<file path="config.mk">
export PLATFORM = sky130hd
export DESIGN_NAME = muldiv_sched
export DESIGN_NICKNAME = d
export VERILOG_FILES = /design/src/rtl/muldiv_sched_pkg.sv /design/src/rtl/muldiv_watchdog.sv /design/src/rtl/muldiv_sched.sv
export SDC_FILE = /design/constraint.sdc
export NUM_CORES = 1
export LEC_CHECK = 0
export ABC_CLOCK_PERIOD_IN_PS = 4400
export BUFFER_PORTS_ARGS = -buffer_cell sky130_fd_sc_hd__clkbuf_2
export CAP_MARGIN = 20
export CORE_AREA = 2 2 133 135
export CTS_CLUSTER_DIAMETER = 200
export CTS_CLUSTER_SIZE = 30
export DETAILED_ROUTE_END_ITERATION = 7
export DIE_AREA = 0 0 135 137
export PLACE_DENSITY = 0.72
export SYNTH_ARGS = -nofsm -noshare
export SYNTH_HDL_FRONTEND = slang
export SYNTH_SLANG_ARGS = --single-unit
</file>
<file path="constraint.sdc">
create_clock -name clk -period 4.4 [get_ports clk]
set_input_delay 0.66 -clock clk [delete_from_list [all_inputs] [get_ports clk]]
set_output_delay 0.66 -clock clk [all_outputs]
set_load 0.005 [all_outputs]
</file>
<file path="src/rtl/muldiv_sched_pkg.sv">
// Shared op codes, FSM states and unit select for the EX-stage mult/div scheduler.
package muldiv_sched_pkg;

  localparam logic [1:0] MD_MULTU = 2'b00;
  localparam logic [1:0] MD_MULT  = 2'b01;
  localparam logic [1:0] MD_DIVU  = 2'b10;
  localparam logic [1:0] MD_DIV   = 2'b11;

  typedef enum logic [1:0] {
    ST_IDLE  = 2'd0,
    ST_BUSY  = 2'd1,
    ST_DONE  = 2'd2,
    ST_DRAIN = 2'd3
  } state_t;

  typedef enum logic {
    UNIT_MUL = 1'b0,
    UNIT_DIV = 1'b1
  } unit_t;

  function automatic unit_t op_unit(input logic [1:0] op);
    return (op == MD_DIVU || op == MD_DIV) ? UNIT_DIV : UNIT_MUL;
  endfunction

  function automatic logic op_signed(input logic [1:0] op);
    return (op == MD_MULT || op == MD_DIV);
  endfunction

endpackage

</file>
<file path="src/rtl/muldiv_watchdog.sv">
// Cycle counter for the scheduler's BUSY/DRAIN residency; expire fires on the TIMEOUT-th enabled cycle.
module muldiv_watchdog #(
  parameter int TIMEOUT = 64
) (
  input  logic clk,
  input  logic rst,
  input  logic clr,
  input  logic en,
  output logic expire
);

  localparam int CW = $clog2(TIMEOUT + 1);

  logic [CW-1:0] cnt_q, cnt_d;

  assign expire = en && (cnt_q == CW'(TIMEOUT - 1));

  always_comb begin
    cnt_d = cnt_q;
    if (clr) begin
      cnt_d = '0;
    end else if (en && !expire) begin
      cnt_d = cnt_q + 1'b1;
    end
  end

  always_ff @(posedge clk or posedge rst) begin
    if (rst) begin
      cnt_q <= '0;
    end else begin
      cnt_q <= cnt_d;
    end
  end

endmodule

</file>
<file path="src/rtl/muldiv_sched.sv">
// EX-stage mult/div scheduler: 1-cycle launch, unit latency, 1 DONE cycle held while stall_ext is high.
// Optional DIV_ZERO_FAST_EN: DIV/DIVU by zero skips the divider and completes straight to DONE.
module muldiv_sched
  import muldiv_sched_pkg::*;
#(
  parameter int W       = 32,
  parameter int TIMEOUT = 64
) (
  input  logic           clk,
  input  logic           rst,
  input  logic           op_valid,
  input  logic [1:0]     op,
  input  logic [W-1:0]   a,
  input  logic [W-1:0]   b,
  input  logic           stall_ext,
  input  logic           flush,
  output logic           mul_opn_valid,
  output logic           mul_sign,
  input  logic           mul_res_valid,
  output logic           mul_res_ready,
  input  logic [2*W-1:0] mul_result,
  output logic           div_opn_valid,
  output logic           div_sign,
  input  logic           div_res_valid,
  output logic           div_res_ready,
  input  logic [2*W-1:0] div_result,
  output logic [W-1:0]   op_a,
  output logic [W-1:0]   op_b,
  output logic [2*W-1:0] result,
  output logic           busy_stall,
  output logic           hilo_we,
  output logic           err_timeout
);

  state_t         state_q, state_d;
  unit_t          unit_q, unit_d;
  logic           sign_q, sign_d;
  logic [W-1:0]   op_a_q, op_a_d;
  logic [W-1:0]   op_b_q, op_b_d;
  logic [2*W-1:0] result_q, result_d;
  logic           err_q, err_d;

  logic           opn_fire;
  logic           res_rdy;
  logic           fast_zero;
  logic           wd_en;
  logic           wd_expire;
  logic           res_vld_sel;
  logic [2*W-1:0] res_dat_sel;
  unit_t          unit_out;
  logic           sign_out;

`ifdef DIV_ZERO_FAST_EN
  assign fast_zero = (op_unit(op) == UNIT_DIV) && (b == '0);
`else
  assign fast_zero = 1'b0;
`endif

  assign res_vld_sel = (unit_q == UNIT_DIV) ? div_res_valid : mul_res_valid;
  assign res_dat_sel = (unit_q == UNIT_DIV) ? div_result : mul_result;
  assign wd_en       = (state_q == ST_BUSY) || (state_q == ST_DRAIN);

  muldiv_watchdog #(
    .TIMEOUT (TIMEOUT)
  ) u_watchdog (
    .clk    (clk),
    .rst    (rst),
    .clr    (!wd_en),
    .en     (wd_en),
    .expire (wd_expire)
  );

  always_comb begin
    state_d    = state_q;
    unit_d     = unit_q;
    sign_d     = sign_q;
    op_a_d     = op_a_q;
    op_b_d     = op_b_q;
    result_d   = result_q;
    err_d      = err_q;
    busy_stall = 1'b0;
    hilo_we    = 1'b0;
    opn_fire   = 1'b0;
    res_rdy    = 1'b0;

    case (state_q)
      ST_IDLE: begin
        if (op_valid && !flush) begin
          busy_stall = 1'b1;
          unit_d     = op_unit(op);
          sign_d     = op_signed(op);
          op_a_d     = a;
          op_b_d     = b;
          if (fast_zero) begin
            result_d = {a, {W{1'b1}}};
            state_d  = ST_DONE;
          end else begin
            opn_fire = 1'b1;
            state_d  = ST_BUSY;
          end
        end
      end
      ST_BUSY: begin
        busy_stall = 1'b1;
        res_rdy    = 1'b1;
        // A result landing in the flush cycle is accepted from the unit but never committed.
        if (res_vld_sel) begin
          if (flush) begin
            state_d = ST_IDLE;
          end else begin
            result_d = res_dat_sel;
            state_d  = ST_DONE;
          end
        end else if (wd_expire) begin
          err_d   = 1'b1;
          state_d = ST_IDLE;
        end else if (flush) begin
          state_d = ST_DRAIN;
        end
      end
      ST_DONE: begin
        if (flush) begin
          state_d = ST_IDLE;
        end else if (!stall_ext) begin
          hilo_we = 1'b1;
          state_d = ST_IDLE;
        end
      end
      ST_DRAIN: begin
        busy_stall = 1'b1;
        res_rdy    = 1'b1;
        if (res_vld_sel) begin
          state_d = ST_IDLE;
        end else if (wd_expire) begin
          err_d   = 1'b1;
          state_d = ST_IDLE;
        end
      end
      default: begin
        state_d = ST_IDLE;
      end
    endcase
  end

  // Operands/sign pass straight through on the launch cycle so the unit sees them with opn_valid.
  assign unit_out      = opn_fire ? op_unit(op) : unit_q;
  assign sign_out      = opn_fire ? op_signed(op) : sign_q;
  assign op_a          = opn_fire ? a : op_a_q;
  assign op_b          = opn_fire ? b : op_b_q;

  assign mul_opn_valid = opn_fire && (unit_out == UNIT_MUL);
  assign div_opn_valid = opn_fire && (unit_out == UNIT_DIV);
  assign mul_sign      = sign_out && (unit_out == UNIT_MUL);
  assign div_sign      = sign_out && (unit_out == UNIT_DIV);
  assign mul_res_ready = res_rdy && (unit_q == UNIT_MUL);
  assign div_res_ready = res_rdy && (unit_q == UNIT_DIV);

  assign result        = result_q;
  assign err_timeout   = err_q;

  always_ff @(posedge clk or posedge rst) begin
    if (rst) begin
      state_q  <= ST_IDLE;
      unit_q   <= UNIT_MUL;
      sign_q   <= 1'b0;
      op_a_q   <= '0;
      op_b_q   <= '0;
      result_q <= '0;
      err_q    <= 1'b0;
    end else begin
      state_q  <= state_d;
      unit_q   <= unit_d;
      sign_q   <= sign_d;
      op_a_q   <= op_a_d;
      op_b_q   <= op_b_d;
      result_q <= result_d;
      err_q    <= err_d;
    end
  end

endmodule

</file>
==> metrics.yaml <==
timing:
  tightestPinTransition_ns: 0.857
  timing.hold.ws_ns: 0.157
  relSlewSlack_pct: 42.9
  setup_tns_ns: 0
  max_freq_mhz: 341
  finalCritPeriodShare_pct: 66.6
  drv_slew: 0
  final.setup_skew_ns: 0.00419
  fin_crit_ns: 2.93
  rsz0062_at_grt: "false"
  setup-violations-final: 0
  hold_viol: 0
grt:
  grt_pass1_wl_mm: 23.5
  antenna_found_initial: 0
  grt_pass1_vias: 4461
  grt_max_degree: 94
  track_usage_pct: 16.7
  grt.overflow.total: 0
pwr:
  power_density_nw_per_um2: 675
  p_leak_uw: 0.00465
  vdd_drop_max_mv: 0.611
synth:
  async_reset_ff_share_pct: 100
  synth_edf_count: 0
  avgSynthCellArea_sq_um: 15.6
  synth_seq_cells: 140
  ys_types: 33
  synthCells: 415
  syn_area_sq_um: 6480
  syn_nets: 617
  synthFlopType: "dfrtp_1"
  seq_area_frac_synth_pct: 54.0
  ys_warn_count: 0
die:
  core_area_sq_um: 17100
  chipWidth_um: 135
  ios: 338
  initial_core_util_pct: 38.0
  dieArea_sq_um: 18500
  num_rows: 48
  die_h_um: 137
setup_path:
  crit_path_max_fanout: 73
  critPathLaunchType: "flop"
  path_class: "flop to output port"
  cp-end-kind: "output port"
  crit_required_ns: 3.74
  arrival_ns: 2.27
routing:
  finalWirelength_mm: 15.6
  drtAntennaViolNets: 0
  drtIter0Drc: 134
  via_count: 4551
  via_per_inst: 4.60
  drc: 0
  firstDrtPassIters: 4
  drt-wirelength-per-cell_um: 15.7
clocking:
  clock-root-buffer: "clkbuf_16"
  clock_latency_ns: 0.41
  ctsResizeCount: 0
  clkTransAtPathRegs_ns: 0.06
  clockBufferDepth: 2
  htreeDepth: 4
  cts.sinks: 140
  cts.hold.buffers_added: 0
  cts_tree: "built"
  postCtsSetupRepairBufs: 0
  cts_made_buffers: 17
finish:
  post_route_cells_drive_above_1_share_pct: 65.4
  layoutNonFillerInstCount: 990
  finalNetCount: 954
  utilization_pct: 52.6
  synthToLayoutAreaGrowth_pct: 38.3
  antenna_cells: 0
  nFillCells: 1489
place:
  place_hpwl_mm: 11.6
  post-place-cells: 957
  portBuffers: 337
  gp_congestion: 0.765
flow_run:
  cap_violations: 0
run_status:
  outcome: "complete, no violations"
worst_hold_path:
  hold_class: "input port to async pin"
[area by class of cell]
cell class,count,area [sq um],area share [%]
tap,225,282,3.14
multi-input combinational,249,2750,30.7
clock buffer,19,443,4.94
timing repair buffer,342,1770,19.8
sequential,140,3500,39.1
clock inverter,13,204,2.27
inverter,2,11.3,0.126
[worst paths after layout]
check,to,cells past startpoint,from,slack (ns)
setup / recovery,op_a[29],4,state_q[0]$_DFFE_PP0P_,1.47
min in group clk,state_q[1]$_DFFE_PP0P_,2,flush,0.48
hold / removal,result[18]$_DFFE_PP0P_,2,rst,0.16
max in group asynchronous,unit_q$_DFFE_PP0P_,3,rst,3.50
hold reg to reg,op_a_q[3]$_DFFE_PP0P_,1,op_a_q[3]$_DFFE_PP0P_,0.48
setup reg to reg,result[32]$_DFFE_PP0P_,3,state_q[0]$_DFFE_PP0P_,2.19
[report_power, final]
group	internal (uW)	switching (uW)	leakage, uW
sequential	1910	273	0.00168
combinational	1360	958	0.00266
clock	982	573	0.000317
total	4250	1800	0.00465
[metal layers]
layer | vias up | global-route usage, % | wire length [um]
li1 | 2163 | - | -
met1 | 2201 | 20.0 | 6340
met2 | 166 | 28.7 | 8090
met3 | 21 | 4.56 | 888
met4 | 0 | 6.37 | 260
met5 | - | 0 | 0
[cell families after synthesis]
logic type      count (synthesis)  synth area share (%)
mux                           197                  37.6
simple gates                   37                  3.15
flops                         140                  54.0
buf+inv                        26                  3.67
fa+ha+maj                       1                 0.193
compound gates                 14                  1.33
[critical path, stage by stage (launching register included)]
cell      delay, ns
dfrtp_1        0.53
nor4b_2        0.37
buf_12         0.37
mux2_1         0.39
clkbuf_2       0.13
[sequential cells by signal (all words and copies together), names as in the netlist]
name and count:
err_timeout 1, op_a_q 32, op_b_q 32, result 64, sign_q 1, state_q 2
u_watchdog.cnt_q 7, unit_q 1
[stage by stage]
| step | power, uW | setup slack [ns] | cell area [sq um] |
|---|---|---|---|
| 2_1_floorplan | 3570 | 1.99 | 6490 |
| 3_3_place_gp | 4480 | 1.66 | 8300 |
| 3_5_place_dp | 4540 | 1.65 | 8300 |
| 4_1_cts | 6140 | 1.45 | 8950 |
| 5_1_grt | 6430 | 1.32 | 8970 |
| 6_report | 6050 | 1.47 | 8970 |
[synthesized netlist by cell type, types with 2 or more instances]
| library cell | number | area share [%] |
|---|---|---|
| mux2i_1 | 3 | 0.46 |
| nor4b_1 | 2 | 0.27 |
| buf_2 | 4 | 0.31 |
| o21ai_1 | 2 | 0.15 |
| mux2_4 | 60 | 14 |
| o21ai_0 | 3 | 0.23 |
| and2_1 | 2 | 0.19 |
| nand3b_1 | 3 | 0.35 |
| and3_1 | 2 | 0.19 |
| nor2b_1 | 2 | 0.19 |
| nand2_1 | 9 | 0.52 |
| mux2_2 | 64 | 11 |
| nand2b_1 | 4 | 0.39 |
| buf_12 | 6 | 1.9 |
| nor2_1 | 4 | 0.23 |
| nor3_1 | 2 | 0.15 |
| mux2_1 | 70 | 12 |
| o21bai_1 | 2 | 0.23 |
| dfrtp_1 | 140 | 54 |
| inv_1 | 2 | 0.12 |
| buf_6 | 2 | 0.35 |
| clkbuf_1 | 6 | 0.35 |
| nand3_1 | 4 | 0.31 |
| buf_4 | 6 | 0.69 |
| a21oi_1 | 3 | 0.23 |
[cell usage in the layout (no fill, tap or decap), drive strengths merged]
| cell | n |
|---|---|
| a211oi | 1 |
| a21oi | 3 |
| a31oi | 1 |
| and2 | 2 |
| and3 | 2 |
| and4 | 1 |
| buf | 5 |
| bufinv | 4 |
| clkbuf | 356 |
| clkinv | 3 |
| clkinvlp | 1 |
| dfrtp | 140 |
| ha | 1 |
| inv | 7 |
| mux2 | 194 |
| mux2i | 3 |
| nand2 | 9 |
| nand2b | 4 |
| nand3 | 4 |
| nand3b | 3 |
| nand4 | 1 |
| nor2 | 4 |
| nor2b | 2 |
| nor3 | 2 |
| nor3b | 1 |
| nor4b | 2 |
| o21ai | 5 |
| o21bai | 2 |
| o31a | 1 |
| o32ai | 1 |
(Power assumes the default switching activity.)
